===== src/rtl/uart_seq_detect_pkg.sv =====
// uart_seq_detect_pkg
//   Shared defaults for the UART command-sequence detector and its
//   pulse stretcher: the AA BB CC DD EE soft-reset sequence, the default
//   output pulse width and inter-byte timeout, plus a width helper.
package uart_seq_detect_pkg;

   localparam int DEF_SEQ_LEN = 5;
   localparam int DEF_NUM_CMD = 2;
   localparam logic [39:0] DEF_SOFT_RESET_SEQ = 40'hAABBCCDDEE;
   localparam logic [79:0] DEF_CMD_SEQ = {DEF_SOFT_RESET_SEQ, 40'h1122334455};
   localparam int DEF_PULSE_W = 4;
   localparam int DEF_TIMEOUT = 1000;

   // Bits needed to hold values 0..n-1, never less than one.
   function automatic int idx_width(input int n);
      return (n > 1) ? $clog2(n) : 1;
   endfunction

endpackage


===== src/rtl/pulse_stretch.sv =====
// pulse_stretch
//   Turns a one-cycle trigger into an active-low pulse WIDTH cycles long.
//   A trigger during a pulse reloads the counter, extending the pulse.
//   Ports:
//     clk   - system clock
//     rst_n - asynchronous active-low reset (forces out_n high)
//     trig  - one-cycle load request
//     out_n - registered active-low pulse, low for WIDTH cycles after trig
module pulse_stretch
   import uart_seq_detect_pkg::*;
#(
   parameter int WIDTH = DEF_PULSE_W
)(
   input  logic clk,
   input  logic rst_n,
   input  logic trig,
   output logic out_n
);

   localparam int CNT_W = $clog2(WIDTH + 1);
   localparam logic [CNT_W-1:0] CNT_LOAD = CNT_W'(WIDTH);
   localparam logic [CNT_W-1:0] CNT_ONE  = CNT_W'(1);

   logic [CNT_W-1:0] cnt;

   // out_n is its own flop rather than decoded from cnt, so the line
   // cannot glitch while the counter bits change.
   always_ff @(posedge clk or negedge rst_n) begin
      if (!rst_n) begin
         cnt   <= '0;
         out_n <= 1'b1;
      end else if (trig) begin
         cnt   <= CNT_LOAD;
         out_n <= 1'b0;
      end else begin
         if (cnt != '0)
            cnt <= cnt - CNT_ONE;
         // Next count is non-zero only while the current one exceeds one.
         out_n <= !(cnt > CNT_ONE);
      end
   end

endmodule


===== src/rtl/uart_seq_detect.sv =====
// uart_seq_detect
//   Matches the UART RX byte stream against NUM_CMD programmable sequences
//   of SEQ_LEN bytes. A match raises hit_valid for one cycle with the
//   command index on hit_id and starts a PULSE_W-cycle low pulse on
//   hit_n[index]. Partial sequences are discarded after TIMEOUT idle
//   cycles (0 disables this).
//   Ports:
//     clk       - system clock
//     rst_n     - asynchronous active-low reset
//     clr       - synchronous history flush (pulses in progress continue)
//     valid     - one-cycle byte strobe
//     din       - received byte
//     hit_valid - one-cycle match strobe
//     hit_id    - index of the last matched command
//     hit_n     - per-command active-low stretched pulse
module uart_seq_detect
   import uart_seq_detect_pkg::*;
#(
   parameter int SEQ_LEN = DEF_SEQ_LEN,
   parameter int NUM_CMD = DEF_NUM_CMD,
   parameter logic [NUM_CMD*SEQ_LEN*8-1:0] CMD_SEQ = DEF_CMD_SEQ,
   parameter int PULSE_W = DEF_PULSE_W,
   parameter int TIMEOUT = DEF_TIMEOUT
)(
   input  logic                          clk,
   input  logic                          rst_n,
   input  logic                          clr,
   input  logic                          valid,
   input  logic [7:0]                    din,
   output logic                          hit_valid,
   output logic [idx_width(NUM_CMD)-1:0] hit_id,
   output logic [NUM_CMD-1:0]            hit_n
);

   localparam int SHIFT_W = SEQ_LEN * 8;
   localparam int FILL_W  = $clog2(SEQ_LEN + 1);
   localparam int ID_W    = idx_width(NUM_CMD);
   localparam int GAP_W   = (TIMEOUT > 0) ? $clog2(TIMEOUT + 1) : 1;
   localparam logic [FILL_W-1:0] FILL_FULL = FILL_W'(SEQ_LEN);
   localparam logic [GAP_W-1:0]  GAP_MAX   = GAP_W'(TIMEOUT);

   logic [SHIFT_W-1:0] shift, base_shift, shift_next;
   logic [FILL_W-1:0]  fill, base_fill, fill_next;
   logic [GAP_W-1:0]   gap;
   logic               timed_out;
   logic               match;
   logic [ID_W-1:0]    match_id;
   logic [NUM_CMD-1:0] trig;

   assign timed_out = (TIMEOUT != 0) && (gap == GAP_MAX);

   always_comb begin
      // A byte arriving after the timeout starts from an empty history.
      base_shift = timed_out ? '0 : shift;
      base_fill  = timed_out ? '0 : fill;
      shift_next = base_shift << 8;
      shift_next[7:0] = din;
      fill_next  = (base_fill == FILL_FULL) ? FILL_FULL : base_fill + 1'b1;

      // Scan from the top index down so the lowest matching index wins.
      match    = 1'b0;
      match_id = '0;
      for (int i = NUM_CMD - 1; i >= 0; i--) begin
         if (fill_next == FILL_FULL && shift_next == CMD_SEQ[i*SHIFT_W +: SHIFT_W]) begin
            match    = 1'b1;
            match_id = ID_W'(i);
         end
      end

      trig = '0;
      if (valid && !clr && match)
         trig[match_id] = 1'b1;
   end

   always_ff @(posedge clk or negedge rst_n) begin
      if (!rst_n) begin
         shift     <= '0;
         fill      <= '0;
         gap       <= '0;
         hit_valid <= 1'b0;
         hit_id    <= '0;
      end else begin
         hit_valid <= |trig;
         if (|trig)
            hit_id <= match_id;

         if (clr) begin
            fill <= '0;
            gap  <= '0;
         end else if (valid) begin
            shift <= shift_next;
            gap   <= '0;
            // Clearing on a hit keeps matches non-overlapping.
            fill  <= match ? '0 : fill_next;
         end else if (gap != GAP_MAX) begin
            gap <= gap + 1'b1;
         end
      end
   end

   for (genvar g = 0; g < NUM_CMD; g++) begin : g_pulse
      pulse_stretch #(
         .WIDTH (PULSE_W)
      ) u_pulse (
         .clk   (clk),
         .rst_n (rst_n),
         .trig  (trig[g]),
         .out_n (hit_n[g])
      );
   end

endmodule


===== config.mk =====
export PLATFORM = sky130hd
export DESIGN_NAME = uart_seq_detect
export DESIGN_NICKNAME = d
export VERILOG_FILES = /design/src/rtl/uart_seq_detect_pkg.sv /design/src/rtl/pulse_stretch.sv /design/src/rtl/uart_seq_detect.sv
export SDC_FILE = /design/constraint.sdc
export NUM_CORES = 1
export LEC_CHECK = 0
export CAP_MARGIN = 20
export CELL_PAD_IN_SITES_DETAIL_PLACEMENT = 1
export CELL_PAD_IN_SITES_GLOBAL_PLACEMENT = 1
export CORE_AREA = 5 5 70 103
export DETAILED_ROUTE_END_ITERATION = 10
export DIE_AREA = 0 0 75 108
export DONT_BUFFER_PORTS = 1
export GPL_TIMING_DRIVEN = 1
export PLACE_DENSITY = 0.71
export RECOVER_POWER = 50
export SETUP_SLACK_MARGIN = 0.15
export SKIP_CTS_REPAIR_TIMING = 1
export SYNTH_ARGS = -nofsm -noshare
export SYNTH_HDL_FRONTEND = slang
export SYNTH_SLANG_ARGS = --single-unit

===== constraint.sdc =====
create_clock -name clk -period 1.7 [get_ports clk]
set_clock_uncertainty 0.05 [all_clocks]
set_input_delay 0.255 -clock clk [delete_from_list [all_inputs] [get_ports clk]]
set_output_delay 0.255 -clock clk [all_outputs]
set_load 0.02 [all_outputs]

[Word-level counts from Yosys, hierarchy flattened]
Cells that the tools add are included.
Cells by class
  magnitude comparators: 4
  reduce and logical (&&, ||, !) cells: 16
  eq/ne operators: 6
  muxes and demuxes: 21
  $add $sub $neg: 4
  bitwise operators: 1
Operators by type and width (count)
  $eq A40 B37 Y1 const B: 1
  $eq A40 B40 Y1 const B: 1
  $mux W32: 1
  $mux W10: 3
  $mux W3: 9
  $add A10 B1 Y10 const B: 1
  $eq A10 B10 Y1 const B: 1
  $ne A10 B10 Y1 const B: 1
  $reduce_bool A3 Y1: 3
  $eq A3 B3 Y1 const B: 2
  $gt A3 B1 Y1 const B: 2
  $mux W1: 6
  $reduce_bool A2 Y1: 3
  $sub A3 B1 Y3 const B: 2
  $logic_and A1 B1 Y1: 5
  $add A3 B1 Y3 const B: 1
  $logic_not A1 Y1: 3
  $lt A1 B2 Y1 const B: 1
  $mux W2: 1
  $reduce_and A2 Y1: 1
  $reduce_or A2 Y1: 1
  $demux W1 S1: 1
  $ge A1 B1 Y1 const B: 1
  $not A1 Y1: 1
Storage, ports and cells
  logic and storage cells: 61
  output and inout port bits: 4
  input port bits: 12
  register bits after elaboration: 55

[Longest topological paths before layout]
  depth after elaboration: 14
  depth in mapped cells: 8
  gate-level depth less buffers: 7

[Hierarchy]
A second synthesis with hierarchy kept.
Second synthesis, totals
  cell total of the unflattened synthesis: 285
  area, all modules: 2733.9 sq um
By module, submodules not included
  uart_seq_detect: seq. area each 1176.1 sq um, cells each 245, instances 1, area each 2265.9 sq um
  pulse_stretch: seq. area each 101.3 sq um, cells each 20, instances 2, area each 234.0 sq um

[Worst setup path before layout]
OpenSTA, ideal clock, no wires.
  path kind: register to register
  from: register gap[0]
  to: register g_pulse[0].u_pulse.cnt[2]
  library setup time: 0.124 ns
  slack: -0.007 ns
  required time: 1.526 ns
  cell stages (with the launch flop): 9
  data arrival time: 1.533 ns
  period minus slack after synthesis: 1.707 ns
  cell sequence: dfrtp_1 -> inv_1 -> ha_1 -> nand2_1 -> nor3_2 -> nor3_2 -> and3_1 -> buf_6 -> a211o_1
On the way
  longest elaborated chain between the ends: 14
Ends and longest elaborated chain
  start, declared: line uart_seq_detect.sv:44  | logic [GAP_W-1:0] gap;
  start signal, assigned: line uart_seq_detect.sv:96  | gap <= gap + 1'b1;
  $eq A10 B10 Y1 *: line uart_seq_detect.sv:50  | assign timed_out = (TIMEOUT != 0) && (gap == GAP_MAX);
  $mux W3: line uart_seq_detect.sv:55  | base_fill = timed_out ? '0 : fill;
  $add A3 B1 Y3 / $eq A3 B3 Y1 (equally long branches): line uart_seq_detect.sv:58  | fill_next = (base_fill == FILL_FULL) ? FILL_FULL : base_fill + 1'b1;
  $mux W3: line uart_seq_detect.sv:58
  $eq A3 B3 Y1: line uart_seq_detect.sv:64  | if (fill_next == FILL_FULL && shift_next == CMD_SEQ[i*SHIFT_W +: SHIFT_W]) begin
  $logic_and A1 B1 Y1: line uart_seq_detect.sv:64
  $mux W1 (2 in series): line uart_seq_detect.sv:64
  $lt A1 B2 Y1 (implied by the code) / $ge A1 B1 Y1 (equally long branches): line uart_seq_detect.sv:72  | trig[match_id] = 1'b1;
  $logic_and A1 B1 Y1 (implied by the code): line uart_seq_detect.sv:72
  $mux W1 (implied by the code): line uart_seq_detect.sv:72
  $demux W1 S1: line uart_seq_detect.sv:72
  $mux W2 *: line uart_seq_detect.sv:71  | if (valid && !clr && match)
  $mux W3 / $reduce_bool A2 Y1 (equally long branches)
  end signal, assigned: line pulse_stretch.sv:37  | cnt <= cnt - CNT_ONE;
  end, declared: line pulse_stretch.sv:24  | logic [CNT_W-1:0] cnt;
Mark *: on every way between the ends. The rest lies on a longest branch, timed or not.
A chain may end at the register's enable or synchronous reset.

[Worst setup path in the final report]
  from: register fill[1]
  to: register g_pulse[0].u_pulse.cnt[2]
On the way
  longest elaborated chain between the ends: 13
Ends and longest elaborated chain
  start, declared: line uart_seq_detect.sv:43  | logic [FILL_W-1:0] fill, base_fill, fill_next;
  start signal, assigned: line uart_seq_detect.sv:94  | fill <= match ? '0 : fill_next;
  $mux W3 *: line uart_seq_detect.sv:55
  $add A3 B1 Y3 / $eq A3 B3 Y1 (equally long branches): line uart_seq_detect.sv:58
  $mux W3 *: line uart_seq_detect.sv:58
  $eq A3 B3 Y1 *: line uart_seq_detect.sv:64
  $logic_and A1 B1 Y1: line uart_seq_detect.sv:64
  $mux W1 (2 in series): line uart_seq_detect.sv:64
  $lt A1 B2 Y1 (implied by the code) / $ge A1 B1 Y1 (equally long branches): line uart_seq_detect.sv:72
  $logic_and A1 B1 Y1 (implied by the code): line uart_seq_detect.sv:72
  $mux W1 (implied by the code): line uart_seq_detect.sv:72
  $demux W1 S1: line uart_seq_detect.sv:72
  $mux W2 *: line uart_seq_detect.sv:71
  $mux W3 / $reduce_bool A2 Y1 (equally long branches)
Marked as above.

==> metrics.md <==
| Metric | Value |
|---|---|
| P&R area growth vs syn | 18.71% |
| NetSw | 718.3 µW |
| Max Slew Vio Count | 0 |
| Leakage power | 1.389 nW |
| Avg Vias per Cell | 5.393 |
| Core Rows | 35 |
| I/O pins | 16 |
| Synth area leader | dfrtp_1 |
| Worst-path clk slew | 110 ps |
| GPL Wtd Cong | 0.7449 |
| CTS Root Cell | clkbuf_8 |
| Clock power share | 0.286 |
| Hold WS | -426.2 ps |
| Final worst slack | -19.98 ps |
| Total congestion overflow | 0 |
| Chip height | 108 µm |
| Layout Cells excl Fill | 382 |
| Synth top area share | 0.5048 |
| Critical Path Start | fill[1] |
| Hold Vio Cnt, Final | 56 |
| Largest family of logic cells by synthesized area | simple AND/OR/NAND/NOR gates |
| Unrepaired setup endpoints after global routing | yes |
| XOR/XNOR share of the synthesized area | 0.03333 |
| Initial antenna violation count | 0 |
| Yosys warnings | 0 |
| Synth Area in Compound Gates | 0.08810 |
| Sequential share of power | 0.603 |
| Yosys cell types | 39 |
| Pin count of the biggest net entering global routing | 56 |
| CTS H-tree depth | 2 |
| Slew Limit Headroom | 0.7211 |
| Detail Route Antenna Nets | 0 |
| Max cap viols | 0 |
| Most used DFF post-synth | dfrtp_1 |
| Top cells by count, synth | nand2_1 (76), dfrtp_1 (53), o21ai_0 (25) |
| Worst R2R Path Depth | 5 |
| Synthesized area per cell | 9.252 µm² |
| Reg-to-Reg End | g_pulse[0].u_pulse.cnt[2] |
| Post-Syn Instances | 284 |
| Pwr/cell area | 834.5 nW/µm² |
| Antenna diodes | 0 |
| Clk_lat worst skew | 310 ps |
| Cells after DPL | 359 |
| DIE AREA | 8100 µm² |
| DPL Wire Length | 4423 µm |
| Worst hold path class | in -> async |
| Post-Synth Adder-Cell Area | 0.03810 |
| DR DRC count | 0 |
| First-pass GRT wire length | 10260 µm |
| Failing checks | hold timing, setup timing |
| Crit path max fanout | 6 |
| Worst-margin pin slew | 418.0 ps |
| Final WL | 6713 µm |
| WP data arrival | 1930 ps |
| Core area | 6175 µm² |
| CP Launch Type | flip-flop |
| Vias | 2060 |
| Required time worst endpoint | 1910 ps |
| Logic pwr share | 0.112 |
| Drt initial violations | 45 |
| CTS Buffer Depth | 2 |
| Internal Power | 1.885 mW |
| GRT Overall Usage | 0.1679 |
| Tmin final | 1720 ps |
| Tot Pwr | 2.603 mW |
| Maximum VDD drop | 433.6 µV |
| Post-synth EDFFs | 0 |
| CTS Buf Count | 5 |
| Mapped Nets | 304 |
| Mux contribution to synthesized area | 0.003810 |
| Top cells by area, synth | dfrtp_1 (50%), nand2_1 (11%), o21ai_0 (4.8%) |
| Asr flop ratio synth | 1.000 |
| Setup TNS Final | -53.76 ps |
| Most frequent cell after synthesis | nand2_1 |
| CP Capture Type | flip-flop |
| Wire per inst | 17.57 µm |
| # port buffers | 0 |
| Layout cells sized above 1 | 0.1916 |
| Reg2reg start | fill[1] |
| CTS tree | done |
| Final setup violation count | 5 |
| Switching share of power | 0.2760 |
| Fmax | 0.5814 GHz |
| CTS Sinks | 55 |
| Outcome | finished with violations |
| Critical path class | reg -> reg |
| Worst setup path endpoint | g_pulse[0].u_pulse.cnt[2] |
| Post-Synthesis Cell Area | 2628 µm² |
| Simple-gate share of the synthesized area | 0.2705 |
| Reg-to-reg slack, setup | -20 ps |
| Vias in the first global route | 2146 |
| Seq/Total Area, Yosys | 0.5248 |
| Starting Density | 0.4255 |
| Die width | 75 µm |
| Fin crit share | 1.012 |
| DR pass1 iterations | 4 |
| #FFs+latches synth | 55 |
| Layout Nets | 327 |
through the flow:
stage	instance area, µm²	worst slack [ps]	util	hold WS (ps)
global route	3119	-108.4	0.5052	-458.6
finish	3119	-19.98	0.5052	-426.2
detailed placement	2795	-65.07	0.4527	-89.12
floorplan	2650	104.7	-	-90.59
global placement	2795	-49.56	0.4527	-88.67
CTS	2887	-63.21	0.4675	-445.7
critical path, cell delays in order, from the launching register on:
cell     delay, ps
dfrtp_1        460
nor2b_1        270
nand4_1        200
nor3_4         300
and3_4         280
a211o_1        110
power by group through the flow:
stage               Clock, mW  Sequential (mW)  Combinational (mW)
floorplan                   0             1.55               0.174
global placement            0             1.59               0.228
detailed placement          0             1.59               0.243
CTS                     0.781             1.57               0.243
global route            0.830             1.59               0.329
finish                  0.744             1.57               0.291
how the worst min path moves through the flow:
stage,slack (ps),from,to,cells after the start
3_3_place_gp,-90,rst_n,shift[24],0
5_1_grt,-460,rst_n,shift[20],0
6_report,-430,rst_n,shift[27],0
4_1_cts,-450,rst_n,shift[20],0
2_1_floorplan,-90,rst_n,fill[0],0
3_5_place_dp,-90,rst_n,shift[28],0
final cells by class:
cell class	count	area [µm²]
clock buffers	5	68.82
clock inverters	3	22.52
fillers	712	3055
inverters	11	41.29
multi-input cells	205	1254
flip-flops and latches	55	1379
well taps	74	92.59
repair buffers	29	261.5
cells by family after synthesis:
kind of cell,count (synthesis)
adders and majority gates,8
buffers and inverters,24
xor gates and xnor gates,10
AOI/OAI and AO/OA,40
muxes,1
and+or+nand+nor,146
DFF,55
sequential cells by signal, indices dropped and copies added (netlist names):
name and cells:
fill 3, g_pulse.u_pulse.cnt 6, g_pulse.u_pulse.out_n 2, gap 10
shift 32, hit_valid 1, hit_id 1
cells in the final DEF, fill, tap and decap left out, types with 2 or more instances in the layout:
cell type | synthesis | routed
dfstp_2 | 2 | 2
nor3_2 | 2 | 2
o21ai_0 | 25 | 25
buf_12 | 0 | 2
nor2_1 | 22 | 16
ha_1 | 8 | 7
dfrtp_1 | 53 | 53
nand2_1 | 76 | 74
nand3_1 | 5 | 5
nand4_1 | 5 | 5
xnor2_1 | 7 | 7
a211o_1 | 2 | 2
nor4_1 | 4 | 3
xor2_1 | 3 | 3
clkbuf_8 | 0 | 5
nor2_2 | 0 | 6
inv_1 | 11 | 10
nor2b_1 | 4 | 4
a21oi_1 | 7 | 6
nand2_2 | 0 | 2
nor3_4 | 0 | 2
nor3_1 | 6 | 4
buf_4 | 3 | 20
dlygate4sd3_1 | 0 | 6
and3_4 | 0 | 2
nor4bb_1 | 7 | 7
nand2b_1 | 2 | 2
per-layer routing:
metal  global-route usage  up-vias  wire, µm
li1                     -      991         -
met1               0.1897     1032      2654
met2               0.2993       24      3718
met3              0.03628       13       181
met4              0.06361        0       159
met5                    0        -         0
(Power assumes the default switching activity.)
